**config.mk**
```make
export PLATFORM = sky130hd
export DESIGN_NAME = vga_sync_decoder
export DESIGN_NICKNAME = d
export VERILOG_FILES = /design/src/rtl/vga_sync_decoder.sv
export SDC_FILE = /design/constraint.sdc
export NUM_CORES = 1
export LEC_CHECK = 0
export CORE_MARGIN = 2
export CORE_UTILIZATION = 55
export CTS_BUF_LIST = sky130_fd_sc_hd__clkbuf_4
export DETAILED_ROUTE_END_ITERATION = 10
export PLACE_DENSITY = 0.79
export SLEW_MARGIN = 40
export SYNTH_ARGS = -nofsm -noshare
export SYNTH_HDL_FRONTEND = slang
export SYNTH_SLANG_ARGS = --single-unit
```
**constraint.sdc**
```tcl
create_clock -name clk -period 2.1 [get_ports clk]
set_input_delay 0.21 -clock clk [delete_from_list [all_inputs] [get_ports clk]]
set_output_delay 0.21 -clock clk [all_outputs]
set_load 0.01 [all_outputs]
```
**src/rtl/vga_sync_decoder.sv**
```systemverilog
// Receive-side VGA timing recovery: rebuilds x/y from an incoming active-low
// h_sync/v_sync pair, measures line and frame length, and reports lock.
module vga_sync_decoder #(
    parameter int H_TOTAL      = 800,
    parameter int H_ACTIVE     = 640,
    parameter int H_SYNC_START = 655,
    parameter int V_TOTAL      = 525,
    parameter int V_ACTIVE     = 480,
    parameter int V_SYNC_START = 489
) (
    input  logic        clk,
    input  logic        reset,
    input  logic        h_sync,
    input  logic        v_sync,
    output logic [9:0]  x,
    output logic [9:0]  y,
    output logic        h_display,
    output logic        v_display,
    output logic        locked,
    output logic [10:0] line_len,
    output logic [9:0]  frame_lines,
    output logic        sync_error
);

    localparam logic [9:0]  X_LAST     = 10'(H_TOTAL - 1);
    localparam logic [9:0]  X_SYNC     = 10'(H_SYNC_START);
    localparam logic [9:0]  X_ACT      = 10'(H_ACTIVE);
    localparam logic [9:0]  Y_LAST     = 10'(V_TOTAL - 1);
    localparam logic [9:0]  Y_SYNC     = 10'(V_SYNC_START);
    localparam logic [9:0]  Y_ACT      = 10'(V_ACTIVE);
    localparam logic [10:0] P_NOM      = 11'(H_TOTAL);
    localparam logic [9:0]  LC_NOM     = 10'(V_TOTAL);
    localparam logic [10:0] P_PRE_SAT  = 11'd2046;
    localparam logic [9:0]  LC_PRE_SAT = 10'd1022;

    function automatic logic [10:0] sat_inc11(input logic [10:0] v);
        return (v == 11'h7FF) ? v : v + 11'd1;
    endfunction

    function automatic logic [9:0] sat_inc10(input logic [9:0] v);
        return (v == 10'h3FF) ? v : v + 10'd1;
    endfunction

    function automatic logic [1:0] sat_match(input logic [1:0] c);
        return (c == 2'd2) ? c : c + 2'd1;
    endfunction

    logic        s_h, s_v, s_h_d, s_v_d;
    logic        h_edge, v_edge;
    logic [10:0] p;
    logic [9:0]  lc;
    logic        h_seen, v_seen;
    logic        h_locked, v_locked;
    logic [1:0]  match_cnt;
    logic        h_match, h_mismatch, h_timeout;
    logic        v_mismatch, v_timeout;

    assign h_edge = s_h_d & ~s_h;
    assign v_edge = s_v_d & ~s_v;

    assign h_match    = h_edge & h_seen & (p == P_NOM);
    assign h_mismatch = h_edge & h_seen & (p != P_NOM);
    // Timeout fires on the single increment into saturation, so it pulses once.
    assign h_timeout  = ~h_edge & (p == P_PRE_SAT);
    assign v_mismatch = v_edge & v_seen & (lc != LC_NOM);
    assign v_timeout  = ~v_edge & h_edge & (lc == LC_PRE_SAT);

    assign locked    = h_locked & v_locked;
    assign h_display = locked & (x < X_ACT);
    assign v_display = locked & (y < Y_ACT);

    always_ff @(posedge clk) begin
        if (reset) begin
            s_h         <= 1'b1;
            s_v         <= 1'b1;
            s_h_d       <= 1'b1;
            s_v_d       <= 1'b1;
            x           <= '0;
            y           <= '0;
            p           <= '0;
            lc          <= '0;
            h_seen      <= 1'b0;
            v_seen      <= 1'b0;
            h_locked    <= 1'b0;
            v_locked    <= 1'b0;
            match_cnt   <= '0;
            line_len    <= '0;
            frame_lines <= '0;
            sync_error  <= 1'b0;
        end else begin
            s_h   <= h_sync;
            s_v   <= v_sync;
            s_h_d <= s_h;
            s_v_d <= s_v;

            if (h_edge)
                x <= X_SYNC;
            else if (x == X_LAST)
                x <= '0;
            else
                x <= x + 10'd1;

            // A v_edge realigns y even when it lands on the x wrap.
            if (v_edge)
                y <= Y_SYNC;
            else if (x == X_LAST)
                y <= (y == Y_LAST) ? '0 : y + 10'd1;

            if (h_edge) begin
                if (h_seen)
                    line_len <= p;
                p      <= 11'd1;
                h_seen <= 1'b1;
                if (h_match) begin
                    match_cnt <= sat_match(match_cnt);
                    h_locked  <= h_locked | (match_cnt != 2'd0);
                end else if (h_mismatch) begin
                    match_cnt <= '0;
                    h_locked  <= 1'b0;
                end
            end else begin
                p <= sat_inc11(p);
                if (h_timeout) begin
                    h_seen    <= 1'b0;
                    h_locked  <= 1'b0;
                    match_cnt <= '0;
                end
            end

            if (v_edge) begin
                if (v_seen) begin
                    frame_lines <= lc;
                    v_locked    <= (lc == LC_NOM);
                end
                lc     <= h_edge ? 10'd1 : 10'd0;
                v_seen <= 1'b1;
            end else if (h_edge) begin
                lc <= sat_inc10(lc);
                if (v_timeout) begin
                    v_seen   <= 1'b0;
                    v_locked <= 1'b0;
                end
            end

            sync_error <= h_mismatch | h_timeout | v_mismatch | v_timeout;
        end
    end

endmodule

```
==> load_flow_metrics.sql, run 1 <==
INSERT INTO impl_metrics (metric_group, metric, value, unit) VALUES
('pwr', 'share_seq_of_total_power', '51.9', '%'),
('synth', 'synth-edff-count', '0', ''),
('sta', 'hold_ws', '0.343', 'ns'),
('grt', 'grt_max_degree', '52', ''),
('floorplanning', 'overall_die_area', '6880', 'µm²'),
('synth', 'synth_top_cell_area_share', '42.7', '%'),
('setup_path', 'worst-endpoint-arrival', '2.18', 'ns'),
('drt', 'initial_drc_count', '216', ''),
('pwr', 'powerDensity', '672', 'nW/µm²'),
('synth', 'netlist_area', '3430', 'µm²'),
('clocking', 'cts_buffer_depth', '2', ''),
('synth', 'synth_area_leader_cell', 'dfxtp_1', ''),
('synth', 'yosysUniqueCellTypes', '54', ''),
('pwr', 'leakagePower', '0.00143', 'µW'),
('clocking', 'cts-buffers-inserted', '9', ''),
('grt', 'grt.total_usage', '24.8', '%'),
('setup_path', 'cp.buffers_inverters', '0', ''),
('placement', 'hpwlAfterDp', '5870', 'µm'),
('cells_and_area', 'antennaDiodeCount', '0', ''),
('drt', 'met2RoutedLength', '4020', 'µm'),
('drt', 'route.detailed.vias_per_inst', '5.88', ''),
('setup_path', 'reg2reg_depth', '5', ''),
('drt', 'detail_route.drc_violations', '0', ''),
('synth', 'postSynth.topFlopCell', 'dfxtp_1', ''),
('grt', 'grt.overflow.total', '0', ''),
('pwr', 'internal_power_consumption', '2140', 'µW'),
('floorplanning', 'chipWidth', '82.9', 'µm'),
('setup_path', 'timing.critical_path.to_type', 'flip-flop', ''),
('hold_path', 'min-delay-path-class', 'in2reg', ''),
('setup_path', 'slowest_cell_on_the_critical_path', 'and3_1', ''),
('setup_path', 'critical_path.top_delay_family', 'simple AND/OR/NAND/NOR gates', ''),
('cells_and_area', 'drive_above_1_share', '9.98', '%'),
('floorplanning', 'row_count', '28', ''),
('synth', 'synth-async-reset-ratio', '0', '%'),
('setup_path', 'path_max_fanout', '10', ''),
('clocking', 'cts_hold_repair.buffers', '0', ''),
('drt', 'ant_nets', '0', ''),
('sta', 'maxClockFrequency', '0.539', 'GHz'),
('cells_and_area', 'syn2layout_area_growth', '22.9', '%'),
('sta', 'timing_worst_slew_pin_value', '0.544', 'ns'),
('sta', 'hold_violations', '0', ''),
('sta', 'final_critical_path_setup_slack', '0.246', 'ns'),
('drt', 'dr.pass1.iters', '4', ''),
('setup_path', 'crit_path_cell_trace', 'ha_1 > and4_1 > and3_1 > nor4b_1 > a211o_1', ''),
('sta', 'post-route-min-period', '1.85', 'ns'),
('drt', 'dr_wl_met3', '381', 'µm'),
('synth', 'yosys_warnings', '0', ''),
('pwr', 'comb_power_share', '7.5', '%'),
('run_status', 'run_status', 'completed', ''),
('hold_path', 'hold_start', 'v_sync', ''),
('clocking', 'cts_htree_levels', '3', ''),
('synth', 'syn-instance-count', '414', ''),
('sta', 'grt_setup_unrepaired', 'false', ''),
('pwr', 'share_clk_of_total_power', '40.6', '%'),
('placement', 'numPortBuffers', '48', ''),
('setup_path', 'worst_r2r_endpoint', 'x[9]', ''),
('sta', 'final-max-slew-violation-count', '0', ''),
('drt', 'postRouteWirelength', '8290', 'µm'),
('clocking', 'clockRootBuffer', 'clkbuf_4', ''),
('grt', 'initial_antenna_violation_count', '0', ''),
('hold_path', 'worstHoldEndpoint', 's_v', ''),
('grt', 'grt_pass1_vias', '3087', ''),
('clocking', 'clock_insertion_delay_worst_skew', '0.42', 'ns'),
('sta', 'report.final.setup_viol', '0', ''),
('synth', 'synth_area_per_cell', '8.27', 'µm²'),
('sta', 'setup_total_negative_slack', '0', 'ns'),
('setup_path', 'startpoint_type', 'flip-flop', ''),
('grt', 'grt_first_pass_wirelength', '14200', 'µm'),
('drt', 'vias', '3212', ''),
('sta', 'timing.slew.headroom', '63.2', '%'),
('floorplanning', 'core_area', '5960', 'µm²');
==> metrics by stage <==
step | cells | area (µm²)
final | 546 | 4210
after floorplan | 414 | 3430
after detailed placement | 530 | 4010
after global routing | 546 | 4210
after CTS | 546 | 4200
after global placement | 530 | 4010
==> layout make-up <==
cell class,count,area [µm²]
clock buffers,9,67.6
clock inverters,7,125
fillers,512,1750
inverters,15,56.3
multi-input cells,307,1810
flip-flops and latches,73,1470
well taps,75,93.8
repair buffers,60,586
==> sequential cells by signal, indices dropped and copies added, names as in the netlist <==
| register | count |
|---|---|
| frame_lines | 10 |
| h_locked | 1 |
| h_seen | 1 |
| lc | 10 |
| line_len | 11 |
| match_cnt | 2 |
| p | 11 |
| s_h | 1 |
| s_h_d | 1 |
| s_v | 1 |
| s_v_d | 1 |
| sync_error | 1 |
| v_locked | 1 |
| v_seen | 1 |
| x | 10 |
| y | 10 |
==> power groups by stage <==
stage          clock network (µW)  registers (µW)  logic (µW)
2_1_floorplan                   0            1490         114
3_3_place_gp                    0            1490         205
6_report                     1150            1470         213
4_1_cts                      1160            1470         213
3_5_place_dp                    0            1500         210
5_1_grt                      1230            1470         233
==> routing by layer <==
layer	vias up	track usage (%)
met2	94	40.0
met5	-	0
met4	0	11.2
li1	1585	-
met3	19	4.27
met1	1514	32.5
==> cells by family after synthesis <==
family | after synthesis | share of synthesized area (%)
AOI/OAI and AO/OA | 91 | 15.7
xor gates and xnor gates | 9 | 2.30
adders and majority gates | 11 | 4.02
buffers and inverters | 34 | 4.38
DFF | 73 | 42.7
muxes | 2 | 0.657
and+or+nand+nor | 194 | 30.2
==> synthesized netlist by cell type (2+ instances only) <==
master / instances
a211oi_1: 2
a21oi_1: 45
a31oi_1: 11
and2_1: 7
and3_1: 7
and4_1: 3
and4_2: 2
buf_2: 6
buf_6: 2
clkbuf_1: 10
dfxtp_1: 73
ha_1: 11
inv_1: 15
mux2_2: 2
nand2_1: 66
nand2b_1: 6
nand3_1: 14
nand3_2: 2
nand4_1: 7
nand4b_1: 4
nor2_1: 27
nor2b_1: 3
nor3_1: 14
nor3b_1: 2
nor4_1: 4
nor4b_1: 3
nor4bb_1: 2
o2111ai_1: 2
o21a_1: 2
o21ai_0: 13
o31a_1: 2
o31ai_1: 5
or2_2: 4
or3_1: 6
or4_1: 4
xnor2_1: 5
xor2_1: 4
==> repair_timing <==
action                     in CTS  in global routing
gates resized for setup         1                  4
cloned                          0                  0
setup endpoints to repair       1                  1
==> how the worst max path moves through the flow <==
stage,from,endpoint,slack [ns],cells after the start
5_1_grt,p[1],p[3],0.06,5
4_1_cts,y[7],v_display,0.002,4
3_5_place_dp,x[0],y[9],0.29,5
2_1_floorplan,x[0],y[7],0.40,6
6_report,x[0],x[9],0.25,5
3_3_place_gp,p[1],p[2],0.37,5
==> layout by cell type (no fill, tap or decap), types with 13 or more instances in the layout <==
master           instances
nor2_1                  27
inv_1                   15
nor3_1                  14
a21oi_1                 45
nand3_1                 14
dfxtp_1                 70
clkdlybuf4s50_1         47
o21ai_0                 13
nand2_1                 66
(Power assumes the default switching activity.)
==> run 2: changes to the inputs <==
--- a/config.mk
+++ b/config.mk
@@ -5,6 +5,7 @@
 export SDC_FILE = /design/constraint.sdc
 export NUM_CORES = 1
 export LEC_CHECK = 0
+export ABC_AREA = 1
 export CORE_MARGIN = 2
 export CORE_UTILIZATION = 55
 export CTS_BUF_LIST = sky130_fd_sc_hd__clkbuf_4
==> run 2 against run 1 <==
  * Clock skew fell by 0.0055 ns
  * Cell count rose by 14%
  * Power fell by 3.8%
  * Setup slack got worse by 0.10 ns
  * Via count rose by 1.6%
  * Largest power group unchanged
==> load_flow_metrics.sql, run 2 <==
INSERT INTO impl_metrics (metric_group, metric, value, unit) VALUES
('run_status', 'run_status', 'completed', ''),
('cells_and_area', 'multi_input_area', '1940', 'µm²'),
('hold_path', 'min-delay-path-class', 'in2reg', ''),
('synth', 'netlist_top_cells_area', 'dfxtp_1 39%, nand2_1 7.3%, inv_1 6.0%, nor2_1 5.5%, a21oi_1 5.3%', ''),
('job', 'maxCapViolations', '0', ''),
('synth', 'synth_top_cell_area_share', '39.4', '%'),
('synth', 'synth-async-reset-ratio', '0', '%'),
('synth', 'netlist_area', '3700', 'µm²'),
('sta', 'final_cycle_utilization_of_the_critical_path', '93.3', '%'),
('grt', 'grt.total_usage', '22.6', '%'),
('synth', 'synth_most_common_cell', 'dfxtp_1', ''),
('sta', 'timing.slew.headroom', '65.3', '%'),
('cells_and_area', 'syn2layout_area_growth', '18.9', '%'),
('sta', 'timing_worst_slew_pin_value', '0.520', 'ns'),
('clocking', 'clock_insertion_delay_worst_skew', '0.40', 'ns'),
('synth', 'yosys_warnings', '0', ''),
('setup_path', 'reg2reg_depth', '9', ''),
('placement', 'hpwlAfterDp', '6030', 'µm'),
('grt', 'initial_antenna_violation_count', '0', ''),
('setup_path', 'startpoint_type', 'flip-flop', ''),
('hold_path', 'hold_depth', '2', ''),
('clocking', 'cts_htree_levels', '3', ''),
('floorplanning', 'die_h', '86.1', 'µm'),
('drt', 'dr.pass1.iters', '4', ''),
('setup_path', 'timing.critical_path.to_type', 'output port', ''),
('synth', 'synth_nets', '500', ''),
('pwr', 'vdd_drop_max', '0.572', 'mV'),
('setup_path', 'critPathKind', 'reg2out', ''),
('drt', 'vias', '3263', ''),
('cells_and_area', 'antennaDiodeCount', '0', ''),
('cells_and_area', 'fillCellCount', '506', ''),
('drt', 'ant_nets', '0', ''),
('synth', 'synth-edff-count', '0', ''),
('cells_and_area', 'final_cell_count_no_fill', '620', ''),
('drt', 'avgRoutedWirePerCell', '13.2', 'µm'),
('sta', 'clock_skew', '0.00718', 'ns'),
('pwr', 'powerDensity', '618', 'nW/µm²'),
('setup_path', 'crit_path_cell_trace', 'nand2_1 > nor3_2 > nor3_1 > clkdlybuf4s50_1', ''),
('setup_path', 'cp.required', '1.89', 'ns'),
('setup_path', 'path_max_fanout', '7', ''),
('sta', 'setup_total_negative_slack', '0', 'ns'),
('synth', 'syn-instance-count', '485', ''),
('synth', 'postSynth.topFlopCell', 'dfxtp_1', ''),
('floorplanning', 'core_area', '6420', 'µm²'),
('cells_and_area', 'final_nets', '554', ''),
('sta', 'final-max-slew-violation-count', '0', ''),
('setup_path', 'slowest_cell_on_the_critical_path', 'clkdlybuf4s50_1', ''),
('sta', 'grt_setup_unrepaired', 'false', ''),
('drt', 'initial_drc_count', '192', ''),
('floorplanning', 'top_level_i_o_count', '49', ''),
('sta', 'hold_violations', '0', ''),
('floorplanning', 'row_count', '29', ''),
('clocking', 'cts_setup_buffers', '0', ''),
('grt', 'grt.overflow.total', '0', ''),
('pwr', 'comb_power_share', '9.9', '%'),
('synth', 'synth_top_cells_by_count', '73 x dfxtp_1, 72 x nand2_1, 59 x inv_1', ''),
('clocking', 'clockRootBuffer', 'clkbuf_4', ''),
('synth', 'synth.yosys.seq_area_share', '39.4', '%'),
('drt', 'detail_route.drc_violations', '0', ''),
('pwr', 'net_switching_fraction_of_the_power', '24.5', '%'),
('sta', 'maxClockFrequency', '0.510', 'GHz'),
('placement', 'numPortBuffers', '48', ''),
('drt', 'postRouteWirelength', '8190', 'µm'),
('floorplanning', 'chipWidth', '86.1', 'µm'),
('pwr', 'internal_power_consumption', '2050', 'µW'),
('sta', 'report.final.setup_viol', '0', ''),
('cells_and_area', 'drive_above_1_share', '14.5', '%'),
('synth', 'yosysUniqueCellTypes', '42', ''),
('setup_path', 'slowest_delay', '0.48', 'ns'),
('floorplanning', 'start_util', '57.7', '%'),
('clocking', 'numClockSinks', '73', ''),
('clocking', 'cts_tree', 'done', ''),
('clocking', 'cts_hold_repair.buffers', '0', ''),
('pwr', 'share_seq_of_total_power', '54.5', '%'),
('synth', 'synth_area_per_cell', '7.64', 'µm²'),
('pwr', 'leakagePower', '0.00182', 'µW'),
('cells_and_area', 'final-seq-area', '1460', 'µm²'),
('setup_path', 'worst-endpoint-arrival', '1.75', 'ns'),
('pwr', 'power.net_switching', '667', 'µW'),
('cells_and_area', 'final_common_cell', 'dfxtp_1', ''),
('pwr', 'share_clk_of_total_power', '35.6', '%'),
('placement', 'placed_cells_incl_taps', '605', ''),
('clocking', 'path_clk_slew', '0.11', 'ns'),
('grt', 'grt_first_pass_wirelength', '13400', 'µm'),
('grt', 'grt_max_degree', '22', ''),
('sta', 'post-route-min-period', '1.96', 'ns'),
('placement', 'gp_congestion', '0.897', ''),
('cells_and_area', 'most-common-layout-cells', '73 x dfxtp_1, 72 x nand2_1, 59 x inv_1', ''),
('grt', 'grt_pass1_vias', '2937', ''),
('synth', 'synth_area_leader_cell', 'dfxtp_1', ''),
('clocking', 'cts_buffer_depth', '2', ''),
('clocking', 'cts-buffers-inserted', '9', ''),
('cells_and_area', 'top_regs', 'line_len x11, p x11', ''),
('drt', 'route.detailed.vias_per_inst', '5.26', ''),
('synth', 'synth_register_bits', '73', ''),
('floorplanning', 'overall_die_area', '7410', 'µm²');
## run 2: power by group through the flow
stage                     registers [µW]  logic [µW]  clock network [µW]
after CTS                           1480         271                 980
after global placement              1510         264                   0
after floorplan                     1520         150                   0
after global routing                1490         298                1050
final                               1480         270                 967
after detailed placement            1510         269                   0
## run 2: what timing repair did
| item | in CTS | in global routing |
|---|---|---|
| hold endpoints to repair | 0 | 0 |
| resized for setup | 0 | 1 |
| endpoints found under the setup margin | 0 | 1 |
## run 2: routing by layer
layer	up-vias	GRT usage, %	wire, µm
met5	-	0	0
met1	1453	32.4	3970
li1	1689	-	-
met4	0	9.52	141
met3	12	3.18	414
met2	109	34.1	3660
## run 2: area by class of cell
type | count | share of cell area [%]
clock buffers | 11 | 1.88
clock inverters | 4 | 1.56
inverters | 64 | 5.45
multi-input cells | 339 | 44.1
flip-flops and latches | 73 | 33.2
well taps | 77 | 2.19
repair buffers | 52 | 11.6
## run 2: cell families (layout without fill, tap and decap cells)
kind of cell	after synthesis	in the layout	share of synthesized area (%)
AND/OR/NAND/NOR	227	227	32.9
XOR/XNOR	10	10	2.36
buffers and inverters	73	131	8.21
adder cells (fa/ha/maj)	11	11	3.71
flip-flops	73	73	39.4
AO/OA/AOI/OAI	91	91	13.3
## run 2: stage by stage
step	power, µW	hold WS, ns	utilization [%]	instance area (µm²)	setup WS (ns)
2_1_floorplan	1670	0.314	-	3700	0.691
3_3_place_gp	1780	0.424	66.1	4250	0.475
3_5_place_dp	1780	0.447	66.1	4250	0.386
4_1_cts	2730	0.386	68.5	4400	0.0211
5_1_grt	2840	0.382	68.6	4400	0.0171
6_report	2720	0.410	68.6	4400	0.141
## run 2: worst paths after layout
path / start / endpoint / slack [ns]
max: y[5] / v_display / 0.14
min: v_sync / s_v / 0.41
max reg2reg: lc[1] / lc[3] / 0.45
min reg2reg: s_v / s_v_d / 0.47
## run 2: worst max-delay path, delay by kind of cell, from the launching register on
kind / cells / cell delay [ns]
buffers and inverters: 1 / 0.48
AND/OR/NAND/NOR: 3 / 0.40
flip-flops: 1 / 0.47
